**config.mk**
```make
export PLATFORM = sky130hd
export DESIGN_NAME = sd_spi_responder
export DESIGN_NICKNAME = d
export VERILOG_FILES = /design/src/rtl/sd_spi_pkg.sv /design/src/rtl/sd_cmd_framer.sv /design/src/rtl/sd_spi_responder.sv
export SDC_FILE = /design/constraint.sdc
export NUM_CORES = 1
export LEC_CHECK = 0
export BUFFER_PORTS_ARGS = -buffer_cell sky130_fd_sc_hd__buf_2
export CAP_MARGIN = 10
export CORE_MARGIN = 2
export CORE_UTILIZATION = 40
export CTS_CLUSTER_DIAMETER = 60
export CTS_CLUSTER_SIZE = 12
export DETAILED_ROUTE_END_ITERATION = 16
export PLACE_DENSITY_LB_ADDON = 0.15
export SLEW_MARGIN = 25
export SYNTH_ARGS = -nofsm -noshare
export SYNTH_HDL_FRONTEND = slang
export SYNTH_SLANG_ARGS = --single-unit
```
**constraint.sdc**
```tcl
create_clock -name C100M -period 2.26 [get_ports C100M]
set_input_delay 0.678 -clock C100M [delete_from_list [all_inputs] [get_ports C100M]]
set_output_delay 0.678 -clock C100M [all_outputs]
set_load 0.02 [all_outputs]
```
**src/rtl/sd_spi_pkg.sv**
```systemverilog
// Shared constants, framer state encoding and the CRC7 helper for the SD SPI card model.
package sd_spi_pkg;

   localparam logic [6:0] CRC7_POLY  = 7'h09;
   localparam logic [1:0] START_MASK = 2'b11;
   localparam logic [1:0] START_VAL  = 2'b01;

   typedef enum logic [1:0] {
      ST_HUNT = 2'd0,
      ST_ARG  = 2'd1,
      ST_CRC  = 2'd2
   } framer_state_e;

   // x^7 + x^3 + 1, MSB-first, one byte at a time
   function automatic logic [6:0] crc7_byte(input logic [6:0] crc, input logic [7:0] data);
      logic [6:0] c;
      logic       fb;
      c = crc;
      for (int i = 7; i >= 0; i--) begin
         fb = c[6] ^ data[i];
         c  = {c[5:0], 1'b0};
         if (fb) begin
            c = c ^ CRC7_POLY;
         end
      end
      return c;
   endfunction

endpackage

```
**src/rtl/sd_cmd_framer.sv**
```systemverilog
// Frames received bytes into 6-byte SD commands: index, 32-bit argument, CRC7 field and check.
//
//  state   | meaning
//  --------+--------------------------------------------------------------
//  ST_HUNT | waiting for a byte with start/transmission bits 2'b01
//  ST_ARG  | collecting the four argument bytes, running CRC7
//  ST_CRC  | next byte is CRC7 + stop bit; strobe cmd_valid and return
module sd_cmd_framer
   import sd_spi_pkg::*;
(
   input  logic        clk,
   input  logic        rst_n,
   input  logic        byte_valid,
   input  logic [7:0]  byte_data,
   input  logic        abort,
   output logic [5:0]  cmd_index,
   output logic [31:0] cmd_arg,
   output logic [6:0]  cmd_crc,
   output logic        cmd_crc_ok,
   output logic        cmd_valid
);

   framer_state_e state_q, state_d;
   logic [1:0]    cnt_q, cnt_d;
   logic [6:0]    crc_q, crc_d;
   logic [5:0]    index_q, index_d;
   logic [31:0]   arg_q, arg_d;
   logic [6:0]    crc_field_q, crc_field_d;
   logic          crc_ok_q, crc_ok_d;
   logic          valid_q, valid_d;

   always_ff @(posedge clk or negedge rst_n) begin
      if (!rst_n) begin
         state_q     <= ST_HUNT;
         cnt_q       <= 2'd0;
         crc_q       <= 7'd0;
         index_q     <= 6'd0;
         arg_q       <= 32'd0;
         crc_field_q <= 7'd0;
         crc_ok_q    <= 1'b0;
         valid_q     <= 1'b0;
      end else begin
         state_q     <= state_d;
         cnt_q       <= cnt_d;
         crc_q       <= crc_d;
         index_q     <= index_d;
         arg_q       <= arg_d;
         crc_field_q <= crc_field_d;
         crc_ok_q    <= crc_ok_d;
         valid_q     <= valid_d;
      end
   end

   always_comb begin
      state_d     = state_q;
      cnt_d       = cnt_q;
      crc_d       = crc_q;
      index_d     = index_q;
      arg_d       = arg_q;
      crc_field_d = crc_field_q;
      crc_ok_d    = crc_ok_q;
      valid_d     = 1'b0;
      if (abort) begin
         state_d = ST_HUNT;
      end else if (byte_valid) begin
         case (state_q)
            ST_HUNT: begin
               if ((byte_data[7:6] & START_MASK) == START_VAL) begin
                  index_d = byte_data[5:0];
                  crc_d   = crc7_byte(7'd0, byte_data);
                  cnt_d   = 2'd0;
                  state_d = ST_ARG;
               end
            end
            ST_ARG: begin
               arg_d = {arg_q[23:0], byte_data};
               crc_d = crc7_byte(crc_q, byte_data);
               if (cnt_q == 2'd3) begin
                  state_d = ST_CRC;
               end else begin
                  cnt_d = cnt_q + 2'd1;
               end
            end
            ST_CRC: begin
               crc_field_d = byte_data[7:1];
               crc_ok_d    = (crc_q == byte_data[7:1]) && byte_data[0];
               valid_d     = 1'b1;
               state_d     = ST_HUNT;
            end
            default: state_d = ST_HUNT;
         endcase
      end
   end

   assign cmd_index  = index_q;
   assign cmd_arg    = arg_q;
   assign cmd_crc    = crc_field_q;
   assign cmd_crc_ok = crc_ok_q;
   assign cmd_valid  = valid_q;

endmodule

```
**src/rtl/sd_spi_responder.sv**
```systemverilog
// SPI mode-0 SD card target: synchronizes the host pins, shifts bytes both ways and
// hands received bytes to the command framer.
module sd_spi_responder
   import sd_spi_pkg::*;
#(
   parameter int unsigned SYNC_STAGES = 3,
   parameter logic [7:0]  IDLE_BYTE   = 8'hFF
) (
   input  logic        C100M,
   input  logic        RESET_n,
   input  logic        SS_n,
   input  logic        SCLK,
   input  logic        MOSI,
   output logic        MISO,
   output logic        MISO_OE,
   input  logic [7:0]  TX_DATA,
   input  logic        TX_VALID,
   output logic        TX_READY,
   output logic [7:0]  RX_DATA,
   output logic        RX_VALID,
   output logic [5:0]  CMD_INDEX,
   output logic [31:0] CMD_ARG,
   output logic [6:0]  CMD_CRC,
   output logic        CMD_CRC_OK,
   output logic        CMD_VALID,
   output logic        BUSY
);

   logic [SYNC_STAGES-1:0] ss_sync_q, ss_sync_d;
   logic [SYNC_STAGES-1:0] sclk_sync_q, sclk_sync_d;
   logic [SYNC_STAGES-1:0] mosi_sync_q, mosi_sync_d;
   logic       sel_q, sel_d;
   logic [2:0] bit_cnt_q, bit_cnt_d;
   logic [7:0] rx_shift_q, rx_shift_d;
   logic [7:0] tx_shift_q, tx_shift_d;
   logic [7:0] hold_q, hold_d;
   logic       hold_full_q, hold_full_d;
   logic [7:0] rx_data_q, rx_data_d;
   logic       rx_valid_q, rx_valid_d;
   logic       miso_q, miso_d;
   logic       ss_fall, ss_rise, sclk_rise, sclk_fall, mosi_s, tx_load;

   always_ff @(posedge C100M or negedge RESET_n) begin
      if (!RESET_n) begin
         ss_sync_q   <= '1;
         sclk_sync_q <= '0;
         mosi_sync_q <= '1;
         sel_q       <= 1'b0;
         bit_cnt_q   <= 3'd0;
         rx_shift_q  <= 8'd0;
         tx_shift_q  <= IDLE_BYTE;
         hold_q      <= 8'd0;
         hold_full_q <= 1'b0;
         rx_data_q   <= 8'd0;
         rx_valid_q  <= 1'b0;
         miso_q      <= 1'b1;
      end else begin
         ss_sync_q   <= ss_sync_d;
         sclk_sync_q <= sclk_sync_d;
         mosi_sync_q <= mosi_sync_d;
         sel_q       <= sel_d;
         bit_cnt_q   <= bit_cnt_d;
         rx_shift_q  <= rx_shift_d;
         tx_shift_q  <= tx_shift_d;
         hold_q      <= hold_d;
         hold_full_q <= hold_full_d;
         rx_data_q   <= rx_data_d;
         rx_valid_q  <= rx_valid_d;
         miso_q      <= miso_d;
      end
   end

   // Edges come from the two oldest stages; MOSI is taken from its oldest stage, which
   // still lies well inside the half-period the host holds it stable.
   always_comb begin
      ss_sync_d   = {ss_sync_q[SYNC_STAGES-2:0], SS_n};
      sclk_sync_d = {sclk_sync_q[SYNC_STAGES-2:0], SCLK};
      mosi_sync_d = {mosi_sync_q[SYNC_STAGES-2:0], MOSI};
      ss_fall     = ss_sync_q[SYNC_STAGES-1] & ~ss_sync_q[SYNC_STAGES-2];
      ss_rise     = ~ss_sync_q[SYNC_STAGES-1] & ss_sync_q[SYNC_STAGES-2];
      sclk_rise   = ~sclk_sync_q[SYNC_STAGES-1] & sclk_sync_q[SYNC_STAGES-2];
      sclk_fall   = sclk_sync_q[SYNC_STAGES-1] & ~sclk_sync_q[SYNC_STAGES-2];
      mosi_s      = mosi_sync_q[SYNC_STAGES-1];
   end

   always_comb begin
      sel_d       = sel_q;
      bit_cnt_d   = bit_cnt_q;
      rx_shift_d  = rx_shift_q;
      tx_shift_d  = tx_shift_q;
      hold_d      = hold_q;
      hold_full_d = hold_full_q;
      rx_data_d   = rx_data_q;
      rx_valid_d  = 1'b0;
      tx_load     = 1'b0;

      if (ss_fall) begin
         sel_d      = 1'b1;
         bit_cnt_d  = 3'd0;
         rx_shift_d = 8'd0;
         tx_load    = 1'b1;
      end else if (ss_rise) begin
         sel_d      = 1'b0;
         bit_cnt_d  = 3'd0;
         rx_shift_d = 8'd0;
      end else if (sel_q) begin
         if (sclk_rise) begin
            rx_shift_d = {rx_shift_q[6:0], mosi_s};
            bit_cnt_d  = bit_cnt_q + 3'd1;
            if (bit_cnt_q == 3'd7) begin
               rx_data_d  = rx_shift_d;
               rx_valid_d = 1'b1;
            end
         end else if (sclk_fall) begin
            if (bit_cnt_q == 3'd0) begin
               tx_load = 1'b1;
            end else begin
               tx_shift_d = {tx_shift_q[6:0], 1'b0};
            end
         end
      end

      // A load from an empty holding register sends IDLE_BYTE even if a byte is
      // accepted in the same cycle; that byte waits for the next boundary.
      if (tx_load) begin
         if (hold_full_q) begin
            tx_shift_d  = hold_q;
            hold_full_d = 1'b0;
         end else begin
            tx_shift_d = IDLE_BYTE;
         end
      end
      if (TX_VALID && !hold_full_q) begin
         hold_d      = TX_DATA;
         hold_full_d = 1'b1;
      end

      miso_d = sel_d ? tx_shift_d[7] : 1'b1;
   end

   sd_cmd_framer u_framer (
      .clk        (C100M),
      .rst_n      (RESET_n),
      .byte_valid (rx_valid_q),
      .byte_data  (rx_data_q),
      .abort      (ss_rise),
      .cmd_index  (CMD_INDEX),
      .cmd_arg    (CMD_ARG),
      .cmd_crc    (CMD_CRC),
      .cmd_crc_ok (CMD_CRC_OK),
      .cmd_valid  (CMD_VALID)
   );

   assign MISO     = miso_q;
   assign MISO_OE  = sel_q;
   assign TX_READY = ~hold_full_q;
   assign RX_DATA  = rx_data_q;
   assign RX_VALID = rx_valid_q;
   assign BUSY     = sel_q | (bit_cnt_q != 3'd0);

endmodule

```
=== Word level (Yosys, flattened, before mapping) ===
Cells that the tools add are included.

* Bits in registers: 105
* Latch bits: 0
* Bits in writable memories: 0
* ROM bits: 0
* Bits of input ports: 14
* Output and inout port bits: 60
* Memories: 0

* Add/subtract/negate cells: 2
* Multiply operators: 0
* Divide/modulo/power cells: 0
* $lt $le $gt $ge: 0
* Eq/ne operators: 14
* Shift-type cells: 0
* Muxes and demuxes: 110
* Bitwise operators: 42
* Reductions and logical operators: 22

{| class="wikitable"
|+ Operators by type and width
! cell !! count
|-
| two-way mux 7 bit || 54
|-
| two-way mux 4 bit || 16
|-
| two-way mux 8 bit || 8
|-
| inverter 2 bit || 15
|-
| two-way mux 1 bit || 19
|-
| XOR 1 bit || 15
|-
| case mux 7 bit (2 select lines) || 1
|-
| two-way mux 2 bit || 6
|-
| two-way mux 3 bit || 4
|-
| AND reduction 5 bit || 2
|-
| nonzero test 2 bit || 5
|-
| AND reduction 3 bit || 3
|-
| nonzero test 3 bit || 3
|-
| inequality test 2 x 1 -> 1 bit, second input constant || 4
|-
| case mux 2 bit (2 select lines) || 2
|-
| AND reduction 4 bit || 2
|-
| == test 7 bit || 1
|-
| inverter 1 bit || 7
|-
| inequality test 3 x 2 -> 1 bit, second input constant || 2
|-
| AND reduction 6 bit || 1
|-
| bitwise AND 1 bit || 4
|-
| == test 2 x 1 -> 1 bit, second input constant || 2
|-
| == test 2 bit, second input constant || 2
|-
| inequality test 2 bit, second input constant || 2
|-
| other kinds (9) || 10
|}

=== Logic depth before layout (Yosys ltp) ===
Gate-level depths: netlist of the first run.

* Depth after elaboration: 45
* Depth in mapped cells: 8
* Gate-level depth less buffers: 6

=== Hierarchy ===
A second synthesis of the first run with hierarchy kept.

* Cells, all modules: 447
* Area, all modules: 4714.5 µm²

{| class="wikitable"
|+ Modules (own cells, without submodules)
! module !! times used !! cells each !! area an instance (µm²) !! sequential area each (µm²)
|-
| sd_cmd_framer || 1 || 265 || 2688.8 || 1451.4
|-
| sd_spi_responder || 1 || 182 || 2025.7 || 1194.9
|}

=== Worst setup path after synthesis of the first run ===
No wires, ideal clock.

* Kind: reg2reg
* From: register ss_sync_q[2]
* To: register u_framer.arg_q[0], in the netlist u_framer.cmd_arg[0]
* Arrival: 1712 ps
* Setup slack: 423 ps
* Cell stages (with the launch flop): 8
* Buffers on the path: 3
* Period minus slack after synthesis: 1837 ps
* Path through: dfstp_2 inv_1 ha_1 buf_12 and4bb_1 buf_6 buf_6 mux2_4

* Longest elaborated chain between the ends: 4

{| class="wikitable"
|+ Ends and longest elaborated chain
! what !! RTL line !! source
|-
| start, declared || sd_spi_responder.sv:29 || <nowiki>logic [SYNC_STAGES-1:0] ss_sync_q, ss_sync_d;</nowiki>
|-
| start signal, assigned || sd_spi_responder.sv:58 || <nowiki>ss_sync_q <= ss_sync_d;</nowiki>
|-
| inverter 1 bit || sd_spi_responder.sv:80 || <nowiki>ss_rise = ~ss_sync_q[SYNC_STAGES-1] & ss_sync_q[SYNC_STAGES-2];</nowiki>
|-
| bitwise AND 1 bit || sd_spi_responder.sv:80 ||
|-
| inverter 1 bit (no source line) || - ||
|-
| AND reduction 3 bit (no source line) || - ||
|-
| end signal, assigned || sd_cmd_framer.sv:47 || <nowiki>arg_q <= arg_d;</nowiki>
|-
| end, declared || sd_cmd_framer.sv:27 || <nowiki>logic [31:0] arg_q, arg_d;</nowiki>
|}

No other way between the ends.
A chain may end at the register's enable or synchronous reset.

=== Worst setup path after layout of the first run ===
* From: register bit_cnt_q[0]
* To: output port BUSY

* Longest elaborated chain between the ends: 2

{| class="wikitable"
|+ Ends and longest elaborated chain
! what !! RTL line !! source
|-
| start, declared || sd_spi_responder.sv:33 || <nowiki>logic [2:0] bit_cnt_q, bit_cnt_d;</nowiki>
|-
| start signal, assigned || sd_spi_responder.sv:62 || <nowiki>bit_cnt_q <= bit_cnt_d;</nowiki>
|-
| nonzero test 3 bit || sd_spi_responder.sv:159 || <nowiki>assign BUSY = sel_q | (bit_cnt_q != 3'd0);</nowiki>
|-
| OR 1 bit || sd_spi_responder.sv:159 ||
|-
| end, declared || sd_spi_responder.sv:26 || <nowiki>output logic BUSY</nowiki>
|}

No other way between the ends.

==> qor.log, run 1 <==
INFO  run_status     result_of_the_run=finished, final reports clean
INFO  synthesis      post_synth.cell_area_avg=12.6µm²
INFO  synthesis      synth_top_flop_cell=sky130_fd_sc_hd__dfrtp_1
INFO  placed_design  pre_cts_slack=0.285ns
INFO  worst_setup_path crit_family=flip-flops
INFO  route          route.detailed.drc=0
INFO  sta            timing.max_slew.rel_slack=0.645
INFO  route          first_pass_iters=4
INFO  worst_setup_path worst-path-stages=5
INFO  worst_setup_path cp-startpoint=bit_cnt_q[0]
INFO  route          detailed_route_via_count=3143
INFO  synthesis      synth-async-reset-ratio=1.00
INFO  global_route   grt_pass1_wl=15700µm
INFO  worst_setup_path crit_path_end_kind=primary output
INFO  sta            layout_worst_path_cycle_share=0.955
INFO  worst_setup_path setup.worst_path.start_class=flip-flop
INFO  sta            period_minus_slack=2.16ns
INFO  placed_design  io_buffer_count=73
INFO  floorplan      fp.dieArea=13200µm²
INFO  synthesis      synth_enable_flop_cells=0
INFO  cells_and_area drive_gt1_frac=0.360
INFO  route          routed_wire_length_per_instance=15.2µm
INFO  floorplan      io-pin-count=74
INFO  sta            rsz0062_at_grt=false
INFO  cells_and_area postLayoutCoreUtil=0.481
INFO  worst_setup_path setup.worst_path.end=BUSY
INFO  route          ant_nets=0
INFO  sta            setup_skew=0.00513ns
INFO  floorplan      initial_utilization=0.411
INFO  cells_and_area areaGrowthSynthToFinish=17.0%
INFO  worst_setup_path critical_path.n_buffers_inverters=2
INFO  power_and_ir_drop cellLeakagePower=0.00283µW
INFO  flow_run       cap_violations=0
INFO  cells_and_area multiInputGateArea=2060µm²
INFO  power_and_ir_drop power.share.switching=0.250
INFO  cells_and_area n_fill_cell=1101
INFO  worst_setup_path worst-endpoint-required=1.58ns
INFO  worst_setup_path slowest_library_cell_on_the_worst_path=sky130_fd_sc_hd__dfrtp_1
INFO  worst_setup_path rrSetupSlack=0.28ns
INFO  worst_setup_path cp_cell_sequence=inv_1 -> ha_2 -> nand2b_1 -> or2_1 -> buf_2
INFO  worst_setup_path cp.arrival=1.48ns
INFO  floorplan      chipHeight=115µm
INFO  sta            hold_slack=0.145ns
INFO  cts            cts.sink_count=105
INFO  cts            clock-root-buffer=sky130_fd_sc_hd__clkbuf_16
INFO  worst_setup_path timing.reg2reg.worst_path_depth=7
INFO  cts            insertion_delay=0.35ns
INFO  global_route   global_route.usage.total=0.153
INFO  cts            clk_pin_slew_worst_paths=0.06ns
INFO  synthesis      ranking_of_synthesized_cells_by_instance_count=sky130_fd_sc_hd__dfrtp_1 (90), sky130_fd_sc_hd__mux2_4 (38), sky130_fd_sc_hd__nand2_1 (38)
INFO  global_route   first_global_vias=3086
INFO  worst_setup_path critical_path_peak_fanout=4
INFO  power_and_ir_drop ir_drop=0.723mV
INFO  sta            max_freq=463MHz
INFO  synthesis      yosys.area.top_type=sky130_fd_sc_hd__dfrtp_1
INFO  sta            layout_setup_ws=0.102ns
INFO  cts            cts_tree=yes
INFO  global_route   grt_antenna_before_repair=0
INFO  route          drt_wl_total=9360µm
INFO  global_route   grt_max_degree=60
INFO  sta            slew_violations=0
INFO  placed_design  gp_congestion=0.760
INFO  sta            worst-slew-pin-transition=0.533ns
INFO  worst_hold_path min_path_type=in -> async
INFO  synthesis      synth.distinct_cells=60
INFO  synthesis      synthesized_cell_area=4940µm²
INFO  cells_and_area nets=483
INFO  cts            cts_max_level=3
INFO  synthesis      synth_area_leaders=sky130_fd_sc_hd__dfrtp_1 (46%), sky130_fd_sc_hd__mux2_4 (12%), sky130_fd_sc_hd__dfstp_2 (8.0%), sky130_fd_sc_hd__mux2_1 (4.1%), sky130_fd_sc_hd__xnor2_1 (3.2%)
INFO  sta            finalSetupTns=0ns
INFO  power_and_ir_drop power.combinational.fraction=0.127
INFO  route          drtIter0Drc=122
INFO  power_and_ir_drop power_spent_charging_and_discharging_nets=1090µW
INFO  worst_setup_path worst_path_largest_cell_delay=0.40ns
INFO  floorplan      row_count=40
INFO  sta            final_hold_viol_count=0
INFO  synthesis      synth.most_common_cell=sky130_fd_sc_hd__dfrtp_1
INFO  synthesis      ys_seq_elements=105
INFO  cts            tritoncts.num_buffers=9
INFO  route          post_drt_via_cell_ratio=5.12
INFO  floorplan      die_x=115µm
INFO  power_and_ir_drop pwr_density_cell=756nW/µm²
INFO  synthesis      synth.top_cell.area_share=0.456
INFO  power_and_ir_drop power.sequential.fraction=0.500
INFO  sta            setup_viol_count_final=0
INFO  synthesis      synthesis.yosys.warnings=0
INFO  worst_setup_path reg2reg_from=ss_sync_q[2]
INFO  cts            clockBufferDepth=2
INFO  synthesis      synth.net_count=413
INFO  placed_design  placed_cell_area=5460µm²
INFO  power_and_ir_drop share_clk_of_total_power=0.373
INFO  cells_and_area post-route-cell-area=5780µm²
INFO  global_route   final_global_route_overflow_total=0
INFO  floorplan      core_area=12000µm²
INFO  synthesis      post_synth_inst_count=393
INFO  synthesis      sequential_element_share_of_the_synthesized_area=0.536
INFO  placed_design  detailedPlacementHpwl=6400µm
INFO  cells_and_area insertedDiodeCount=0
INFO  worst_setup_path path_class=reg -> out
INFO  worst_setup_path regToRegEndpoint=rx_shift_q[0]
INFO  power_and_ir_drop intPower=3280µW
INFO  cells_and_area regArea=2650µm²
[per-layer routing]
layer / vias up / wire (µm) / share of wire / track usage
li1: 1494 / - / - / -
met1: 1562 / 4600 / 0.49 / 0.209
met2: 74 / 4220 / 0.45 / 0.236
met3: 13 / 411 / 0.044 / 0.0474
met4: 0 / 133 / 0.014 / 0.0474
met5: - / 0 / 0 / 0
[power groups by stage]
stage                     combinational [µW]  sequential (µW)  clock, µW
final                                    555             2180       1630
after detailed placement                 549             2220          0
after CTS                                553             2180       1690
after global routing                     640             2200       1770
after floorplan                          388             2190          0
after global placement                   540             2220          0
[flip-flops by register name (all words and copies together), names as in the netlist, 6 cells and up]
| name | count |
|---|---|
| RX_DATA | 8 |
| hold_q | 8 |
| rx_shift_q | 7 |
| tx_shift_q | 8 |
| u_framer.cmd_arg | 32 |
| u_framer.cmd_crc | 7 |
| u_framer.cmd_index | 6 |
| u_framer.crc_q | 7 |
[per-stage QoR]
step / std cells / power, µW
finish: 614 / 4370
global placement: 598 / 2760
detailed placement: 598 / 2770
floorplan: 393 / 2570
global route: 614 / 4610
CTS: 613 / 4420
[cell families after synthesis]
family,synth area share
compound gates,0.0933
xor+xnor,0.0580
fa+ha+maj,0.0152
buf+inv,0.0487
flops,0.536
mux,0.157
simple gates,0.0922
[repair_timing]
item	CTS	global route
hold buffers	0	0
endpoints found under the hold margin	0	0
setup endpoints to repair	0	1
resized for setup	0	1
setup buffers	0	1
[layout by cell type, fill, tap and decap left out, types with 3 or more instances in the layout]
| cell type | count |
|---|---|
| sky130_fd_sc_hd__a22oi_1 | 3 |
| sky130_fd_sc_hd__nand2_1 | 38 |
| sky130_fd_sc_hd__dfrtp_1 | 90 |
| sky130_fd_sc_hd__ha_1 | 5 |
| sky130_fd_sc_hd__clkinv_2 | 3 |
| sky130_fd_sc_hd__o32a_1 | 6 |
| sky130_fd_sc_hd__buf_4 | 12 |
| sky130_fd_sc_hd__nand2b_1 | 4 |
| sky130_fd_sc_hd__nor2_1 | 11 |
| sky130_fd_sc_hd__o22ai_1 | 3 |
| sky130_fd_sc_hd__mux2_4 | 38 |
| sky130_fd_sc_hd__xor2_1 | 4 |
| sky130_fd_sc_hd__a21oi_1 | 15 |
| sky130_fd_sc_hd__buf_2 | 72 |
| sky130_fd_sc_hd__mux2_1 | 18 |
| sky130_fd_sc_hd__o21ai_1 | 18 |
| sky130_fd_sc_hd__xnor2_1 | 18 |
| sky130_fd_sc_hd__clkbuf_16 | 9 |
| sky130_fd_sc_hd__buf_12 | 3 |
| sky130_fd_sc_hd__nor2b_1 | 5 |
| sky130_fd_sc_hd__nand3_1 | 6 |
| sky130_fd_sc_hd__inv_1 | 18 |
| sky130_fd_sc_hd__dfstp_2 | 15 |
| sky130_fd_sc_hd__xor3_1 | 3 |
[worst reg2reg max path: stages, from the launching register on]
cell	delay (ns)
sky130_fd_sc_hd__dfstp_2	0.53
sky130_fd_sc_hd__inv_1	0.04
sky130_fd_sc_hd__ha_1	0.24
sky130_fd_sc_hd__buf_4	0.21
sky130_fd_sc_hd__o32ai_2	0.48
sky130_fd_sc_hd__buf_4	0.27
sky130_fd_sc_hd__nand2_1	0.06
sky130_fd_sc_hd__o21ai_1	0.07
[worst min-delay path by stage]
stage	startpoint	to	slack, ns	depth (start not counted)
3_3_place_gp	sclk_sync_q[0]	sclk_sync_q[1]	0.34	0
2_1_floorplan	sclk_sync_q[0]	sclk_sync_q[1]	0.33	0
3_5_place_dp	sclk_sync_q[0]	sclk_sync_q[1]	0.34	0
5_1_grt	RESET_n	u_framer.cmd_index[4]	0.13	1
4_1_cts	RESET_n	u_framer.cmd_index[4]	0.13	1
6_report	RESET_n	u_framer.cmd_index[4]	0.15	1
[final cells by class]
cell class	instances	area share
flip-flops and latches	105	0.458
clock inverters	6	0.0145
clock buffers	9	0.0390
repair buffers	87	0.0884
multi-input cells	242	0.357
well taps	147	0.0318
inverters	18	0.0117
No activity file was read; power rests on OpenSTA's default activity.
==> inputs of run 2 (changes only) <==
--- a/config.mk
+++ b/config.mk
@@ -9,6 +9,7 @@
 export CAP_MARGIN = 10
 export CORE_MARGIN = 2
 export CORE_UTILIZATION = 40
+export CTS_BUF_LIST = sky130_fd_sc_hd__clkbuf_4
 export CTS_CLUSTER_DIAMETER = 60
 export CTS_CLUSTER_SIZE = 12
 export DETAILED_ROUTE_END_ITERATION = 16
==> run 2 against run 1 <==
Design area down 1.6%. Power down 11%. Highest routed layer unchanged. Clock skew up 0.0068 ns.
==> qor.log, run 2 (synthesis results as in run 1) <==
INFO  sta            timing.max_slew.rel_slack=0.632
INFO  cells_and_area drive_gt1_frac=0.371
INFO  sta            setup_skew=0.0119ns
INFO  route          drtIter0Drc=128
INFO  floorplan      initial_utilization=0.411
INFO  global_route   grt_busiest_layer=met2
INFO  global_route   grt_antenna_before_repair=0
INFO  worst_hold_path holdPathEnd=ss_sync_q[0]
INFO  floorplan      io-pin-count=74
INFO  route          ant_nets=0
INFO  worst_setup_path crit_path_end_kind=primary output
INFO  sta            max_freq=454MHz
INFO  sta            period_minus_slack=2.20ns
INFO  cts            clock-root-buffer=sky130_fd_sc_hd__clkbuf_4
INFO  cts            cts_max_level=3
INFO  placed_design  pre_cts_slack=0.285ns
INFO  sta            layout_setup_ws=0.0569ns
INFO  route          route.detailed.drc=0
INFO  worst_hold_path min_path_type=in -> reg
INFO  placed_design  detailedPlacementHpwl=6400µm
INFO  sta            final_hold_viol_count=0
INFO  global_route   met1_usage=0.209
INFO  placed_design  gp_congestion=0.760
INFO  power_and_ir_drop pwr_density_cell=681nW/µm²
INFO  floorplan      chipHeight=115µm
INFO  global_route   final_global_route_overflow_total=0
INFO  flow_run       cap_violations=0
INFO  global_route   grt.met3_usage=0.0480
INFO  sta            hold_slack=0.295ns
INFO  cts            tritoncts.num_buffers=9
INFO  route          first_pass_iters=4
INFO  route          routed_wire_length_per_instance=15.3µm
INFO  placed_design  dp_cells=598
INFO  power_and_ir_drop ir_drop=0.501mV
INFO  sta            setup_viol_count_final=0
INFO  cells_and_area post-route-cell-area=5680µm²
INFO  worst_setup_path path_class=reg -> out
INFO  cells_and_area final_common_cell=sky130_fd_sc_hd__dfrtp_1
INFO  cts            cts_tree=yes
INFO  worst_setup_path rrSetupSlack=0.26ns
INFO  cts            clk_pin_slew_worst_paths=0.14ns
INFO  worst_hold_path hold_path_depth=1
INFO  worst_setup_path cp-startpoint=bit_cnt_q[0]
INFO  cts            cts.sink_count=105
INFO  floorplan      die_x=115µm
INFO  route          post_drt_via_cell_ratio=5.07
INFO  route          drt_wl_total=9440µm
INFO  floorplan      fp.dieArea=13200µm²
INFO  worst_setup_path timing.reg2reg.worst_path_depth=7
INFO  worst_setup_path regToRegEndpoint=rx_shift_q[0]
INFO  global_route   globalRouteMet2Util=0.240
INFO  worst_setup_path worst-endpoint-required=1.58ns
INFO  floorplan      core_area=12000µm²
INFO  cells_and_area layout_common_cells=sky130_fd_sc_hd__dfrtp_1 (90), sky130_fd_sc_hd__buf_2 (71), sky130_fd_sc_hd__nand2_1 (38), sky130_fd_sc_hd__mux2_4 (38)
INFO  cells_and_area largest_reg_flops=32
INFO  global_route   grt_pass1_wl=15800µm
INFO  sta            worst-slew-pin-transition=0.552ns
INFO  sta            rsz0062_at_grt=true
INFO  sta            layout_worst_path_cycle_share=0.975
INFO  route          detailed_route_via_count=3139
INFO  cells_and_area insertedDiodeCount=0
INFO  worst_setup_path reg2reg_from=ss_sync_q[2]
INFO  cts            clockBufferDepth=2
INFO  cells_and_area final_cells=619
INFO  global_route   first_global_vias=3117
INFO  power_and_ir_drop cellLeakagePower=0.00279µW
INFO  placed_design  placed_cell_area=5460µm²
INFO  floorplan      row_count=40
INFO  placed_design  io_buffer_count=73
INFO  sta            slew_violations=0
INFO  power_and_ir_drop total_power=3870µW
INFO  run_status     result_of_the_run=finished, final reports clean
INFO  cts            insertion_delay=0.47ns
INFO  global_route   global_route.usage.total=0.155
INFO  worst_hold_path holdCritStartpoint=SS_n
INFO  worst_setup_path cp.arrival=1.53ns
INFO  cells_and_area areaGrowthSynthToFinish=15.1%
INFO  worst_setup_path setup.worst_path.start_class=flip-flop
INFO  cells_and_area nets=488
INFO  worst_setup_path critical_path_peak_fanout=2
INFO  global_route   grt_max_degree=60
run 2: cell types whose count changed in the layout (fill, tap and decap cells not counted), sizes merged:
| cell | previous run | this run |
|---|---|---|
| buf | 87 | 91 |
| dlygate4sd3 | 0 | 1 |
run 2: how the worst max path moves through the flow:
stage / endpoint / depth (start not counted) / slack [ns]
2_1_floorplan: u_framer.cmd_arg[0] / 7 / 0.42
4_1_cts: BUSY / 5 / -0.03
3_5_place_dp: rx_shift_q[0] / 7 / 0.29
3_3_place_gp: rx_shift_q[4] / 6 / 0.33
6_report: BUSY / 5 / 0.06
5_1_grt: BUSY / 5 / -0.07
run 2: worst max-delay path: stages (launching register included):
cell and delay (ns):
sky130_fd_sc_hd__dfrtp_1 0.42, sky130_fd_sc_hd__inv_2 0.07, sky130_fd_sc_hd__ha_4 0.14, sky130_fd_sc_hd__nand2b_4 0.05, sky130_fd_sc_hd__or2_1 0.24, sky130_fd_sc_hd__buf_6 0.13
run 2: routing by layer:
layer / part of all wire / wire, µm
met1: 0.49 / 4640
met2: 0.45 / 4280
met3: 0.041 / 390
met4: 0.014 / 129
met5: 0 / 0
run 2: final cells by class:
| type | count | area (µm²) |
|---|---|---|
| sequential | 105 | 2650 |
| fill | 1114 | 6330 |
| timing repair buffer | 92 | 557 |
| multi-input combinational | 242 | 2080 |
| clock inverter | 6 | 83.8 |
| clock buffer | 9 | 67.6 |
| inverter | 18 | 67.6 |
| tap | 147 | 184 |
run 2: through the flow:
| step | TNS (ns) | util |
|---|---|---|
| 2_1_floorplan | 0 | - |
| 3_3_place_gp | 0 | 0.454 |
| 3_5_place_dp | 0 | 0.454 |
| 4_1_cts | -0.0255 | 0.471 |
| 5_1_grt | -0.0740 | 0.473 |
| 6_report | 0 | 0.473 |
run 2: power by group:
part / switching, µW / internal (µW) / total, µW
Sequential: 97.6 / 2080 / 2180
Clock: 601 / 440 / 1040
Combinational: 347 / 302 / 649
Total: 1050 / 2820 / 3870
run 2: what timing repair did:
action,4_1_cts,5_1_grt
hold buffers,1,0
pin swaps,1,2
buffers inserted,3,2
gates resized for setup,3,4
endpoints found under the hold margin,5,0
endpoints found under the setup margin,1,1
